$ cat config.mk
export PLATFORM = sky130hd
export DESIGN_NAME = adc_trigger_threshold_comp
export DESIGN_NICKNAME = d
export VERILOG_FILES = /design/src/rtl/adc_trigger_threshold_comp.sv
export SDC_FILE = /design/constraint.sdc
export NUM_CORES = 1
export LEC_CHECK = 0
export CAP_MARGIN = 40
export CELL_PAD_IN_SITES_DETAIL_PLACEMENT = 0
export CELL_PAD_IN_SITES_GLOBAL_PLACEMENT = 1
export CORE_MARGIN = 3
export CORE_UTILIZATION = 35
export CTS_BUF_LIST = sky130_fd_sc_hd__clkbuf_2
export DETAILED_ROUTE_END_ITERATION = 10
export PLACE_DENSITY_LB_ADDON = 0.1
export RECOVER_POWER = 50
export SLEW_MARGIN = 20
export SYNTH_ARGS = -nofsm -noshare
export SYNTH_HDL_FRONTEND = slang
export SYNTH_SLANG_ARGS = --single-unit
$ cat constraint.sdc
create_clock -name adc_data_clk -period 3.64 [get_ports adc_data_clk]
set_input_delay 0.546 -clock adc_data_clk [delete_from_list [all_inputs] [get_ports adc_data_clk]]
set_output_delay 0.546 -clock adc_data_clk [all_outputs]
set_load 0.03 [all_outputs]
$ cat src/rtl/adc_trigger_threshold_comp.sv
// -----------------------------------------------------------------------------
// adc_trigger_threshold_comp
//
// Purpose:
//   Front end of the trigger core. Turns raw ADC samples on channels A and B
//   into four qualified comparator levels (A-hi, A-lo, B-hi, B-lo). Each valid
//   sample is compared against the active high/low thresholds. A level asserts
//   only after a run of consecutive qualifying samples (glitch rejection), and
//   it stays asserted while the condition persists.
//
//   Timing: a sample captured with valid on edge N affects the outputs after
//   edge N+2. Stage 1 registers the sample. Stage 2 holds it while the
//   comparator FSMs consume it.
//
// Optional feature:
//   ADC_TRIGGER_THRESH_HYST_EN - when defined, adds the thresh_hyst input.
//   An asserted hi level then releases only below sat(hi - hyst), and an
//   asserted lo level releases only above sat(lo + hyst).
//
// Ports:
//   adc_data_clk     sole clock
//   comp_rst_n       asynchronous active-low reset
//   comp_ena         enable; low forces all comparators to CLR
//   adc_data_valid   samples valid this cycle
//   adc_a_data       channel A sample
//   adc_b_data       channel B sample
//   thresh_hi        high threshold, captured on thresh_load
//   thresh_lo        low threshold, captured on thresh_load
//   thresh_hyst      hysteresis, captured on thresh_load (feature build only)
//   thresh_load      single-cycle strobe that loads the active thresholds
//   qual_count       extra consecutive samples required (read live)
//   adc_a_hi_comp    qualified channel A >= hi
//   adc_a_lo_comp    qualified channel A <= lo
//   adc_b_hi_comp    qualified channel B >= hi
//   adc_b_lo_comp    qualified channel B <= lo
//   thresh_err       registered flag: active lo > active hi
// -----------------------------------------------------------------------------
module adc_trigger_threshold_comp #(
    parameter int ADC_BITS  = 8,
    parameter int QUAL_BITS = 4
) (
    input  logic                 adc_data_clk,
    input  logic                 comp_rst_n,
    input  logic                 comp_ena,
    input  logic                 adc_data_valid,
    input  logic [ADC_BITS-1:0]  adc_a_data,
    input  logic [ADC_BITS-1:0]  adc_b_data,
    input  logic [ADC_BITS-1:0]  thresh_hi,
    input  logic [ADC_BITS-1:0]  thresh_lo,
`ifdef ADC_TRIGGER_THRESH_HYST_EN
    input  logic [ADC_BITS-1:0]  thresh_hyst,
`endif
    input  logic                 thresh_load,
    input  logic [QUAL_BITS-1:0] qual_count,
    output logic                 adc_a_hi_comp,
    output logic                 adc_a_lo_comp,
    output logic                 adc_b_hi_comp,
    output logic                 adc_b_lo_comp,
    output logic                 thresh_err
);

    typedef enum logic [1:0] {
        ST_CLR  = 2'd0,
        ST_QUAL = 2'd1,
        ST_ACT  = 2'd2
    } comp_state_e;

    // Two-stage sample pipeline. It keeps running while comp_ena is low.
    logic [ADC_BITS-1:0] a_s1_q, b_s1_q, a_s2_q, b_s2_q;
    logic                vld_s1_q, vld_s2_q;

    // Active thresholds and the registered error flag.
    logic [ADC_BITS-1:0] hi_act_q, lo_act_q;
    logic                thresh_err_q;

    always_ff @(posedge adc_data_clk or negedge comp_rst_n) begin
        if (!comp_rst_n) begin
            a_s1_q       <= '0;
            b_s1_q       <= '0;
            a_s2_q       <= '0;
            b_s2_q       <= '0;
            vld_s1_q     <= 1'b0;
            vld_s2_q     <= 1'b0;
            hi_act_q     <= '1;
            lo_act_q     <= '0;
            thresh_err_q <= 1'b0;
        end else begin
            a_s1_q       <= adc_a_data;
            b_s1_q       <= adc_b_data;
            vld_s1_q     <= adc_data_valid;
            a_s2_q       <= a_s1_q;
            b_s2_q       <= b_s1_q;
            vld_s2_q     <= vld_s1_q;
            thresh_err_q <= (lo_act_q > hi_act_q);
            if (thresh_load) begin
                hi_act_q <= thresh_hi;
                lo_act_q <= thresh_lo;
            end
        end
    end

    // The FSMs are gated with the live compare rather than thresh_err_q.
    // The flag lags a bad load by one cycle. Gating on the live compare
    // prevents a sample in that cycle from briefly asserting an output.
    logic thr_bad;
    logic force_clr;
    assign thr_bad   = (lo_act_q > hi_act_q);
    assign force_clr = thresh_load | ~comp_ena | thr_bad;

    // Release levels for an asserted comparator.
    logic [ADC_BITS-1:0] hi_rel_lvl, lo_rel_lvl;
`ifdef ADC_TRIGGER_THRESH_HYST_EN
    logic [ADC_BITS-1:0] hyst_q;
    logic [ADC_BITS:0]   lo_plus_hyst;

    always_ff @(posedge adc_data_clk or negedge comp_rst_n) begin
        if (!comp_rst_n) begin
            hyst_q <= '0;
        end else if (thresh_load) begin
            hyst_q <= thresh_hyst;
        end
    end

    assign lo_plus_hyst = {1'b0, lo_act_q} + {1'b0, hyst_q};
    assign hi_rel_lvl   = (hi_act_q >= hyst_q) ? (hi_act_q - hyst_q) : '0;
    assign lo_rel_lvl   = lo_plus_hyst[ADC_BITS] ? '1 : lo_plus_hyst[ADC_BITS-1:0];
`else
    assign hi_rel_lvl = hi_act_q;
    assign lo_rel_lvl = lo_act_q;
`endif

    // Comparator index: 0 = A-hi, 1 = A-lo, 2 = B-hi, 3 = B-lo.
    logic [3:0] act_vec;

    generate
        for (genvar gi = 0; gi < 4; gi++) begin : g_comp
            localparam bit IS_B  = (gi >= 2);
            localparam bit IS_LO = ((gi % 2) == 1);

            comp_state_e          state_q, state_d;
            logic [QUAL_BITS-1:0] cnt_q, cnt_d;
            logic [QUAL_BITS-1:0] cnt_sat;
            logic [QUAL_BITS:0]   cnt_plus1;
            logic [ADC_BITS-1:0]  smp;
            logic                 qual_hit;
            logic                 act_exit;

            assign smp = IS_B ? b_s2_q : a_s2_q;

            // Equality qualifies in both directions.
            assign qual_hit = IS_LO ? (smp <= lo_act_q) : (smp >= hi_act_q);

            // With zero hysteresis the release condition is exactly !qual_hit.
            assign act_exit = IS_LO ? (smp > lo_rel_lvl) : (smp < hi_rel_lvl);

            // The run counter saturates instead of wrapping. A wrap would
            // let a long run fall back below qual_count.
            assign cnt_sat   = (&cnt_q) ? cnt_q : (cnt_q + QUAL_BITS'(1));
            assign cnt_plus1 = {1'b0, cnt_q} + (QUAL_BITS + 1)'(1);

            always_ff @(posedge adc_data_clk or negedge comp_rst_n) begin
                if (!comp_rst_n) begin
                    state_q <= ST_CLR;
                    cnt_q   <= '0;
                end else begin
                    state_q <= state_d;
                    cnt_q   <= cnt_d;
                end
            end

            always_comb begin
                state_d = state_q;
                cnt_d   = cnt_q;
                if (force_clr) begin
                    state_d = ST_CLR;
                    cnt_d   = '0;
                end else if (vld_s2_q) begin
                    case (state_q)
                        ST_CLR: begin
                            if (qual_hit) begin
                                cnt_d   = QUAL_BITS'(1);
                                state_d = (qual_count == '0) ? ST_ACT : ST_QUAL;
                            end
                        end
                        ST_QUAL: begin
                            if (qual_hit) begin
                                cnt_d = cnt_sat;
                                // qual_count is read live. Lowering it below
                                // the current run promotes on the next hit.
                                if (cnt_plus1 > {1'b0, qual_count}) begin
                                    state_d = ST_ACT;
                                end
                            end else begin
                                state_d = ST_CLR;
                                cnt_d   = '0;
                            end
                        end
                        ST_ACT: begin
                            if (act_exit) begin
                                state_d = ST_CLR;
                                cnt_d   = '0;
                            end else if (qual_hit) begin
                                cnt_d = cnt_sat;
                            end
                        end
                        default: begin
                            state_d = ST_CLR;
                            cnt_d   = '0;
                        end
                    endcase
                end
            end

            assign act_vec[gi] = (state_q == ST_ACT);
        end
    endgenerate

    assign adc_a_hi_comp = act_vec[0];
    assign adc_a_lo_comp = act_vec[1];
    assign adc_b_hi_comp = act_vec[2];
    assign adc_b_lo_comp = act_vec[3];
    assign thresh_err    = thresh_err_q;

endmodule

* After elaboration in Yosys (flattened, before gate mapping)
Index checks and enable logic that the tools add are counted.
** Cells by class
- Order comparisons :: 13
- Reductions and logical operators :: 18
- Eq/ne operators :: 24
- Add/subtract/negate cells :: 8
- Multiplexer cells :: 61
- Bitwise gates (word level) :: 3
** Operators by type and width (count)
- $mux W4 :: 28
- $mux W2 :: 25
- $pmux W4 S3 :: 4
- $reduce_and A4 Y1 :: 8
- $gt A8 B8 Y1 :: 3
- $pmux W2 S3 :: 4
- $add A4 B1 Y5 const B :: 4
- $gt A5 B4 Y1 :: 4
- $add A4 B1 Y4 const B :: 4
- $ge A8 B8 Y1 :: 2
- $le A8 B8 Y1 :: 2
- $lt A8 B8 Y1 :: 2
- $ne A4 B1 Y1 const B :: 4
- $ne A4 B4 Y1 const B :: 4
- $ne A3 B1 Y1 const B :: 4
- $ne A3 B3 Y1 const B :: 4
- $reduce_and A3 Y1 :: 4
- $eq A2 B1 Y1 const B :: 4
- $eq A2 B2 Y1 const B :: 4
- $logic_not A2 Y1 :: 4
- $logic_not A4 Y1 :: 1
- $or A1 B1 Y1 :: 2
- $reduce_bool A2 Y1 :: 1
- $not A1 Y1 :: 1
** Word-level totals
- Register bits after elaboration :: 75
- Bits of input ports :: 41
- Logic and storage cells :: 144

* Longest topological paths before layout
- Depth in word-level cells :: 7
- Gate-level depth with buffers :: 10

* Worst setup path after synthesis
No wires, ideal clock.
- Path kind :: register to register
- Start point :: register g_comp[2].cnt_q[0]
- End point :: register g_comp[2].state_q[1]
- Path buffers :: 0
- Required time :: 3.561 ns
- Arrival :: 2.103 ns
- Setup time :: 0.079 ns
- Stages on the path, launching flop included :: 10
- Setup slack :: 1.457 ns
- Period minus slack after synthesis :: 2.183 ns
- Cells stage by stage :: dfrtp_1 -> ha_1 -> xor2_1 -> ha_1 -> o21ai_0 -> a21oi_1 -> o21ai_0 -> and3_1 -> or4b_1 -> a21oi_1
** Between the ends
- Word-level cells in the longest chain between the ends :: 4
** RTL lines
- start, declared :: line 141 : logic [QUAL_BITS-1:0] cnt_q, cnt_d;
- start signal, assigned :: line 167 : cnt_q <= cnt_d;
- $add A4 B1 Y5 :: line 159 : assign cnt_plus1 = {1'b0, cnt_q} + (QUAL_BITS + 1)'(1);
- $gt A5 B4 Y1 :: line 190 : if (cnt_plus1 > {1'b0, qual_count}) begin
- $ne A4 B4 Y1 (no source line)
- $reduce_and A4 Y1 (no source line)
- end signal, assigned :: line 166 : state_q <= state_d;
- end, declared :: line 140 : comp_state_e state_q, state_d;
No other way between the ends.
A chain may end at the register's enable or synchronous reset.

* Worst setup path in the final report
- Start point :: register g_comp[0].state_q[1]
- End point :: output port adc_a_hi_comp
** Between the ends
- Word-level cells in the longest chain between the ends :: 1
** RTL lines
- start, declared :: line 140
- start signal, assigned :: line 166
- $eq A2 B2 Y1 :: line 214 : assign act_vec[gi] = (state_q == ST_ACT);
- end, declared :: line 55 : output logic adc_a_hi_comp,
No other way between the ends.

==> results.toml <==
[clocking]
cts_tree = "built"
htree_levels = 3
postCtsHoldBufs = 1
clkTransAtPathRegs_ps = 200
cts-root-buf = "clkbuf_2"
post_cts_buffers = 0
cts_inserted_buffers = 9
cts_buffer_depth = 2
post_cts_resized = 0
clkLatencyLatePin_ps = 580
cts_sinks = 75

[synth]
synthSimpleGateAreaFrac = 0.169
synth_top_area_frac = 0.364
synth_fp_nets = 581
yosysTopAreaCell = "dfrtp_1"
synth_top_family_by_area = "compound AO/OA/AOI/OAI gates"
yosys_warnings = 0
synthXorXnorAreaFrac = 0.0190
synth_cells = 480
async_flop_share = 1.00
synth_area_um2 = 4600
avgSynthCellArea_um2 = 9.59
synth_sequential_area_ratio = 0.410
synth_compound_area_frac = 0.192
synth_edf_count = 0
synth.mux.area_fraction = 0.00462
synth-adder-area-share = 0.163
synthTopCellsByArea = "dfrtp_1 36%, ha_1 16%, o21ai_0 4.9%"
synth_flop_cell = "dfrtp_1"
synth-seq-cells = 75
synth_cell_types = 65

[timing]
fin_crit_ps = 2630
period_share = 0.723
maxSlewHeadroom = -0.273
worst_pin_slew_ps = 1910
setup_tns_ps = 0
hold_viol_final = 0
timing.final.ws_setup_ps = 1010
skew_ps = 46.4
rsz0062_at_grt = "false"
setup_viol_count_final = 0
holdWs_ps = 376
final_max_slew_viol_count = 32
max_freq_mhz = 380

[die]
start_util = 0.362
die_x_um = 121
die_area_um2 = 14600
rows = 41
die_h_um = 121
ios = 46
core_region_area_um2 = 12700

[global_routing]
grt_pass1_wl_um = 18500
grt_start_max_net_pins = 45
grt_pass1_vias = 3744
grt.overflow.total = 0
antenna_found_initial = 0
track_usage = 0.162

[outcome]
status = "complete, but fails checks"
violations = "capacitance limit, slew limit"

[worst_hold_path]
holdCritPathClass = "reg2reg"
hold_depth = 0
min_from = "b_s1_q[6]"
hold_end = "b_s2_q[6]"

[setup_path]
critPathCaptureType = "output port"
cp_max_fo = 7
r2r_slack_ps = 1070
r2r_end = "g_comp[0].state_q[1]"
path_class = "reg2out"
start_kind = "flip-flop"
r2r_start = "hi_act_q[3]"
startpoint = "g_comp[0].state_q[1]"
arrival_ps = 2090
cp_data_required_time_ps = 3090
reg2reg_depth = 7

[placement]
place_inst = 686
hpwl_um = 8680
numPortBuffers = 45
gp_congestion = 0.820
place_ws_ps = 937

[job]
maxCapViolations = 1

[finish]
finalNonFillerCells = 703
areaGrowthSynthToFinish_pct = 17.1
final_net_count = 627
final_common_cell = "dfrtp_1"
diodes = 0
final_cell_mix = "67 x dfrtp_1, 60 x ha_1, 45 x nand2_1, 45 x o21ai_0, 31 x nor2_1"
drive_above_1_share = 0.0829

[detailed_routing]
viasPerCell = 5.22
wl_per_cell_um = 15.6
routed_wirelength_um = 11000
first_pass_iters = 5
vias = 3671
drc_errors = 0
drt_iter0_drc = 217
drtAntennaViolNets = 0

[power]
total_power_mw = 1.94
p_leak_nw = 2.37
peakVddDrop_mv = 0.222
cellPowerDensity_nw_per_um2 = 360
## report_power, final
group	leakage, nW	internal, mW	switching (mW)
sequential	0.923	0.882	0.0318
clock	0.0927	0.300	0.321
combinational	1.35	0.167	0.240
## layer usage
layer	part of all wire	up-vias	global-route usage
met2	0.45	72	0.252
met5	0	-	0
met3	0.036	19	0.0323
li1	-	1850	-
met1	0.49	1730	0.218
met4	0.025	0	0.0751
## how the worst max path moves through the flow
| stage | cells after the start | endpoint |
|---|---|---|
| 4_1_cts | 3 | adc_a_hi_comp |
| 5_1_grt | 7 | g_comp[0].state_q[1] |
| 3_3_place_gp | 9 | g_comp[2].state_q[1] |
| 3_5_place_dp | 9 | g_comp[2].state_q[1] |
| 2_1_floorplan | 9 | g_comp[2].state_q[1] |
| 6_report | 3 | adc_a_hi_comp |
## critical path: stages, from the launching register on
cell and delay [ps]:
dfrtp_1 510, inv_1 130, nor2_1 190, clkdlybuf4s50_1 710
## kinds of logic (layout without fill, tap and decap cells)
| group | count (synthesis) | count (layout) |
|---|---|---|
| XOR/XNOR | 10 | 10 |
| AO/OA/AOI/OAI | 135 | 135 |
| AND/OR/NAND/NOR | 154 | 154 |
| buffers and inverters | 44 | 95 |
| multiplexers | 2 | 2 |
| flip-flops | 75 | 75 |
| adder cells (fa/ha/maj) | 60 | 60 |
## cells in the mapped netlist, types with 2 or more instances
library cell	count
a211oi_1	5
a21o_1	4
a21oi_1	26
a22oi_1	2
a311oi_1	3
a31o_2	3
a31oi_1	8
a41oi_1	3
and3_1	2
and4_1	2
clkbuf_1	10
dfrtp_1	67
dfstp_2	8
ha_1	60
inv_1	30
nand2_1	45
nand2b_1	9
nand3_1	23
nand3b_1	3
nand4_1	10
nor2_1	31
nor2b_1	12
nor3_1	6
o2111ai_1	4
o211ai_1	8
o21a_1	3
o21ai_0	45
o22ai_1	3
xnor2_1	4
xor2_1	6
## metrics by stage
stage          area, µm²   util
2_1_floorplan       4600      -
3_3_place_gp        5200  0.409
3_5_place_dp        5220  0.410
4_1_cts             5400  0.424
5_1_grt             5390  0.424
6_report            5390  0.424
## layout make-up
class	count	area, µm²
fill	1295	7330
multi-input combinational	361	2520
sequential	75	1890
timing repair buffer	49	485
tap	172	215
clock inverter	7	124
inverter	30	113
clock buffer	9	45.0
## flip-flops by register name, indices dropped and copies added, names as in the netlist
name / cells
a_s1_q: 8
a_s2_q: 8
b_s1_q: 8
b_s2_q: 8
g_comp.cnt_q: 16
g_comp.state_q: 8
hi_act_q: 8
lo_act_q: 8
thresh_err: 1
vld_s1_q: 1
vld_s2_q: 1
Power figures use the tool's default switching activity.
